===== config.mk =====
export PLATFORM = sky130hd
export DESIGN_NAME = score_controller
export DESIGN_NICKNAME = d
export VERILOG_FILES = /design/src/rtl/score_controller.sv
export SDC_FILE = /design/constraint.sdc
export NUM_CORES = 1
export LEC_CHECK = 0
export ABC_AREA = 1
export BUFFER_PORTS_ARGS = -buffer_cell sky130_fd_sc_hd__buf_2
export CORE_ASPECT_RATIO = 2
export CORE_MARGIN = 4
export CORE_UTILIZATION = 65
export CTS_BUF_LIST = sky130_fd_sc_hd__clkbuf_4
export CTS_CLUSTER_SIZE = 10
export DETAILED_ROUTE_END_ITERATION = 10
export GPL_TIMING_DRIVEN = 1
export PLACE_DENSITY_LB_ADDON = 0.25
export RECOVER_POWER = 100
export SYNTH_ARGS = -nofsm -noshare
export SYNTH_HDL_FRONTEND = slang
export SYNTH_SLANG_ARGS = --single-unit

===== constraint.sdc =====
create_clock -name clk -period 3.5 [get_ports clk]
set_clock_uncertainty 0.05 [all_clocks]
set_input_delay 0.175 -clock clk [delete_from_list [all_inputs] [get_ports clk]]
set_output_delay 0.175 -clock clk [all_outputs]
set_load 0.005 [all_outputs]

===== src/rtl/score_controller.sv =====
// Two-player score keeper: match FSM, per-player scores, one shared serial
// binary-to-BCD converter with round-robin arbitration, and a 4-digit display scan.
module score_controller #(
  parameter logic [4:0] WIN_SCORE    = 5'd15,
  parameter int         REFRESH_BITS = 16
) (
  input  logic       clk,
  input  logic       rst,
  input  logic       start,
  input  logic       hit_p1,
  input  logic       hit_p2,
  output logic [4:0] score_p1,
  output logic [4:0] score_p2,
  output logic [7:0] bcd_p1,
  output logic [7:0] bcd_p2,
  output logic       bcd_valid,
  output logic       game_over,
  output logic [1:0] winner,
  output logic [3:0] digit_sel,
  output logic [3:0] digit_val
);

  typedef enum logic [1:0] {IDLE, PLAY, OVER} state_t;

  state_t      state_q, state_d;
  logic [4:0]  score_p1_d, score_p2_d;
  logic [1:0]  winner_d;

  logic        dirty_p1, dirty_p2;
  logic        chg_p1, chg_p2;
  logic        grant_p1, grant_p2;
  logic        last_grant;            // 0 = P1 granted last, 1 = P2 granted last
  logic        conv_busy;
  logic        conv_sel;              // 0 = converting P1, 1 = converting P2
  logic [2:0]  conv_cnt;
  logic [12:0] conv_sr;               // {tens, units, remaining binary bits}
  logic [12:0] conv_step;

  logic [REFRESH_BITS-1:0] refresh_cnt, refresh_nxt;
  logic [1:0]              top_cur, top_nxt;

  // One double-dabble iteration: add 3 to any nibble >= 5, then shift left.
  function automatic logic [12:0] dd_step(input logic [12:0] s);
    logic [12:0] t;
    t = s;
    if (t[12:9] >= 4'd5) t[12:9] = t[12:9] + 4'd3;
    if (t[8:5]  >= 4'd5) t[8:5]  = t[8:5]  + 4'd3;
    return {t[11:0], 1'b0};
  endfunction

  // Match FSM and score next-state
  always_comb begin
    state_d    = state_q;
    score_p1_d = score_p1;
    score_p2_d = score_p2;
    winner_d   = winner;
    case (state_q)
      IDLE: begin
        if (start) state_d = PLAY;
      end
      PLAY: begin
        score_p1_d = score_p1 + {4'd0, hit_p1};
        score_p2_d = score_p2 + {4'd0, hit_p2};
        if ((score_p1_d == WIN_SCORE) || (score_p2_d == WIN_SCORE)) begin
          state_d  = OVER;
          winner_d = {score_p2_d == WIN_SCORE, score_p1_d == WIN_SCORE};
        end
      end
      OVER: begin
        if (start) begin
          state_d    = IDLE;
          score_p1_d = 5'd0;
          score_p2_d = 5'd0;
          winner_d   = 2'b00;
        end
      end
      default: state_d = IDLE;
    endcase
  end

  always_ff @(posedge clk) begin
    if (rst) begin
      state_q  <= IDLE;
      score_p1 <= 5'd0;
      score_p2 <= 5'd0;
      winner   <= 2'b00;
    end else begin
      state_q  <= state_d;
      score_p1 <= score_p1_d;
      score_p2 <= score_p2_d;
      winner   <= winner_d;
    end
  end

  assign game_over = (state_q == OVER);

  // Arbitration only happens while the converter is idle; ties alternate.
  assign chg_p1    = (score_p1_d != score_p1);
  assign chg_p2    = (score_p2_d != score_p2);
  assign grant_p1  = ~conv_busy & dirty_p1 & (~dirty_p2 | last_grant);
  assign grant_p2  = ~conv_busy & dirty_p2 & (~dirty_p1 | ~last_grant);
  assign conv_step = dd_step(conv_sr);
  assign bcd_valid = ~dirty_p1 & ~dirty_p2 & ~conv_busy;

  always_ff @(posedge clk) begin
    if (rst) begin
      dirty_p1   <= 1'b0;
      dirty_p2   <= 1'b0;
      last_grant <= 1'b1;
      conv_busy  <= 1'b0;
      conv_sel   <= 1'b0;
      conv_cnt   <= 3'd0;
      conv_sr    <= 13'd0;
      bcd_p1     <= 8'd0;
      bcd_p2     <= 8'd0;
    end else begin
      // A score change on the grant edge re-arms the flag (set beats clear).
      dirty_p1 <= chg_p1 | (dirty_p1 & ~grant_p1);
      dirty_p2 <= chg_p2 | (dirty_p2 & ~grant_p2);
      if (grant_p1 || grant_p2) begin
        conv_busy  <= 1'b1;
        conv_sel   <= grant_p2;
        conv_cnt   <= 3'd0;
        conv_sr    <= {8'd0, grant_p2 ? score_p2 : score_p1};
        last_grant <= grant_p2;
      end else if (conv_busy) begin
        conv_sr  <= conv_step;
        conv_cnt <= conv_cnt + 3'd1;
        if (conv_cnt == 3'd4) begin
          conv_busy <= 1'b0;
          if (conv_sel) bcd_p2 <= conv_step[12:5];
          else          bcd_p1 <= conv_step[12:5];
        end
      end
    end
  end

  // Display scan: digit outputs load only when the counter's top two bits move.
  assign refresh_nxt = refresh_cnt + {{(REFRESH_BITS-1){1'b0}}, 1'b1};
  assign top_cur     = refresh_cnt[REFRESH_BITS-1 -: 2];
  assign top_nxt     = refresh_nxt[REFRESH_BITS-1 -: 2];

  always_ff @(posedge clk) begin
    if (rst) begin
      refresh_cnt <= '0;
      digit_sel   <= 4'b1110;
      digit_val   <= 4'd0;
    end else begin
      refresh_cnt <= refresh_nxt;
      if (top_nxt != top_cur) begin
        case (top_nxt)
          2'd0: begin digit_sel <= 4'b1110; digit_val <= bcd_p1[7:4]; end
          2'd1: begin digit_sel <= 4'b1101; digit_val <= bcd_p1[3:0]; end
          2'd2: begin digit_sel <= 4'b1011; digit_val <= bcd_p2[7:4]; end
          default: begin digit_sel <= 4'b0111; digit_val <= bcd_p2[3:0]; end
        endcase
      end
    end
  end

endmodule


==> reports/qor.txt <==
Status: finished clean
Post-CTS Setup Repair Bufs: 0
Final Hold Violating Endpoints: 0
Rows: 39
Synth Flop Type: dfxtp_1
CP endpoint kind: output port
Ys Warns: 0
Final Cycle Share: 79.44%
LEAKAGE: 1.760 nW
Reg2reg setup slack: 950 ps
TritonCTS Buffers: 9
Root buf cell: clkbuf_4
Met2 Use GR: 50.38%
Worst hold-check path type: in2reg
Number of iterations in the first detailed-routing pass: 5
Hpwl dp: 6.726 mm
Cells after Synth: 523
I/O pins: 43
DRC: 0
Area of the core: 5660 um^2
Hold endpoint: winner[1]
Met3 usage: 6.577%
Power Dens Cells: 494.8 nW/um^2
All-Layer GR Usage: 27.16%
Area grow syn2layout: 6.751%
Largest net degree at the start of global routing: 34
Vias: 3596
ANT nets after route: 0
Initial antenna violation count: 1
Crit path launch type: flop
Crit Path Category: reg2out
Die Wd: 61.80 um
Final net count: 585
Largest delay share family, worst path: simple AND/OR/NAND/NOR gates
R2r endpoint: dirty_p1
Crit path cell chain: inv_1 > nand2_1 > o21ai_0 > nor2_1 > buf_2
Syn nets: 543
Clock H-tree levels: 3
Global-route wire length before repair: 14.59 mm
Clock Path Buffers: 2
Post-Syn Area per Cell: 7.194 um^2
Post-DR vias/cell: 5.726
Chip Height: 115.6 um
Slew HR: 1.929%
Sink Count: 75
Post-synth cell types: 37
Global route hottest layer: met2
Total negative slack: 0 ps
R2R Path Start: state_q[0]
Starting DRT DRC Count: 242
Worst slew pin tran: 1471 ps
Total gr overflow: 0
Worst hold slack: 164.3 ps
Worst hold stages: 5
Post-DR wirelength/cell: 13.98 um
Met1 Usage GRT: 25.47%
CTS tree: built
Filler cells: 512
VDD IR-drop max: 0.4141 mV
CP peak stage delay: 690 ps
IO buf count: 42
Crit-path slowest cell: dfxtp_1
Ys async rst share: 0%
FMAX: 0.3597 GHz
Hold_buf cts: 0
Fraction of layout cells with a size suffix above 1: 8.127%
Synthesized flop and latch total: 75
GP Congestion: 0.8635
Final WL: 8.779 mm
Worst hold start: start
Fin. max-slew vios: 0
Max Cap Viol: 0
Crit Path Max Fanout: 20
Post-Syn Area: 3762 um^2
Tmin final: 2780 ps
Sequential cell area fraction in the yosys report: 39.91%
Vias in the first global route: 3410
Clk pin slew, worst setup/hold paths: 100 ps
Initial core utilization: 66.47%
Resize count post-CTS: 0
FF-to-FF path depth: 11
Worst skew pair latency: 420 ps
Setup Viol. Count Final: 0
Die area: 7143 um^2
Post-synth EDFFs: 0
Worst path bufs/invs: 2
WP data required: 3270 ps
Arrival time worst endpoint: 2560 ps
RSZ-0062 raised after global routing: false
through the flow:
stage / instance area [um^2] / setup WS (ps) / total power, W / std cells / util, %
6_report: 4016 / 719.8 / 0.001987 / 628 / 70.95
5_1_grt: 4016 / 461.7 / 0.002136 / 628 / 70.95
4_1_cts: 4085 / 1137 / 0.002012 / 627 / 72.17
3_5_place_dp: 4003 / 1317 / 0.001610 / 615 / 70.71
3_3_place_gp: 4003 / 1455 / 0.001585 / 615 / 70.71
2_1_floorplan: 3762 / 1747 / 0.001456 / 523 / -
report_power, final:
group	internal, W	switching, W	total, W
combinational	0.000176	0.000395	0.000572
sequential	0.000934	0.0000783	0.00101
clock	0.000135	0.000269	0.000404
routing by layer:
| layer | part of all wire (%) | vias up | wire [um] |
|---|---|---|---|
| met4 | 3.8 | 0 | 333 |
| met5 | 0 | - | 0 |
| li1 | - | 1771 | - |
| met1 | 36 | 1675 | 3197 |
| met2 | 55 | 125 | 4844 |
| met3 | 4.6 | 25 | 404 |
cell usage after synthesis, drive strengths merged, types with 2 or more instances:
| cell type | instances | area [um^2] |
|---|---|---|
| a21oi | 48 | 244.0 |
| a22oi | 2 | 15.01 |
| a31oi | 2 | 12.51 |
| buf | 4 | 20.02 |
| clkbuf | 8 | 33.79 |
| dfxtp | 75 | 1501 |
| ha | 15 | 187.7 |
| inv | 86 | 325.3 |
| nand2 | 100 | 412.9 |
| nand3 | 26 | 135.1 |
| nand3b | 3 | 22.52 |
| nand4 | 2 | 12.51 |
| nor2 | 66 | 290.3 |
| nor3 | 4 | 25.02 |
| o211ai | 15 | 112.6 |
| o21a | 3 | 22.52 |
| o21ai | 42 | 221.5 |
| o22ai | 6 | 37.54 |
| or2 | 2 | 12.51 |
| xor2 | 9 | 78.83 |
cell type report:
cell class / count / area [um^2] / area share (%)
Multi-Input combinational cell: 350 / 1844 / 45.92
Sequential cell: 75 / 1501 / 37.38
Inverter: 86 / 325.3 / 8.100
Timing Repair Buffer: 43 / 183.9 / 4.579
Tap cell: 61 / 76.32 / 1.900
Clock buffer: 10 / 75.07 / 1.869
Clock inverter: 2 / 7.507 / 0.1869
Antenna cell: 1 / 2.502 / 0.06231
placed cells by master, fill, tap and decap left out, drive strengths merged, types with 2 or more instances in the layout:
master and count:
o211ai 15, nand3b 3, buf 17, a31oi 2, clkinv 2, a21oi 48
a22oi 2, xor2 9, o21a 3, nand3 26, inv 86, nand2 100
o21ai 42, nor3 4, nand4 2, or2 2, dfxtp 75, o22ai 6
nor2 66, ha 15, clkbuf 36
sequential cells by signal (all words and copies together) (netlist names):
register and cells:
dirty_p2 1, bcd_p1 8, bcd_p2 8, winner 2, digit_val 4, conv_sel 1
score_p2 5, digit_sel 4, conv_cnt 3, last_grant 1, conv_busy 1, score_p1 5
conv_sr 13, refresh_cnt 16, dirty_p1 1, state_q 2
kinds of logic (layout without fill, tap and decap cells):
group                    count (synthesis)  after routing  synth area share (%)
XOR/XNOR                                10             10                 2.328
adder cells (fa/ha/maj)                 15             15                 4.988
AND/OR/NAND/NOR                        204            204                 24.38
AO/OA/AOI/OAI                          121            121                 18.32
other                                    0              1                     0
flip-flops                              75             75                 39.91
buffers and inverters                   98            141                 10.08
worst max-delay path by stage:
| stage | from | to | cells past startpoint |
|---|---|---|---|
| floorplan | score_p2[0] | dirty_p2 | 11 |
| global placement | conv_busy | bcd_p1[1] | 5 |
| detailed placement | conv_busy | bcd_p1[0] | 4 |
| CTS | conv_busy | bcd_valid | 5 |
| global route | conv_busy | bcd_valid | 5 |
| finish | conv_busy | bcd_valid | 5 |
tightest hold or removal path: cells and delay by family:
kind	cells	cell delay (ps)
buffers and inverters	1	110
and+or+nand+nor	3	240
AOI/OAI and AO/OA	1	60
Note: power is estimated with default switching activity, not from simulation.
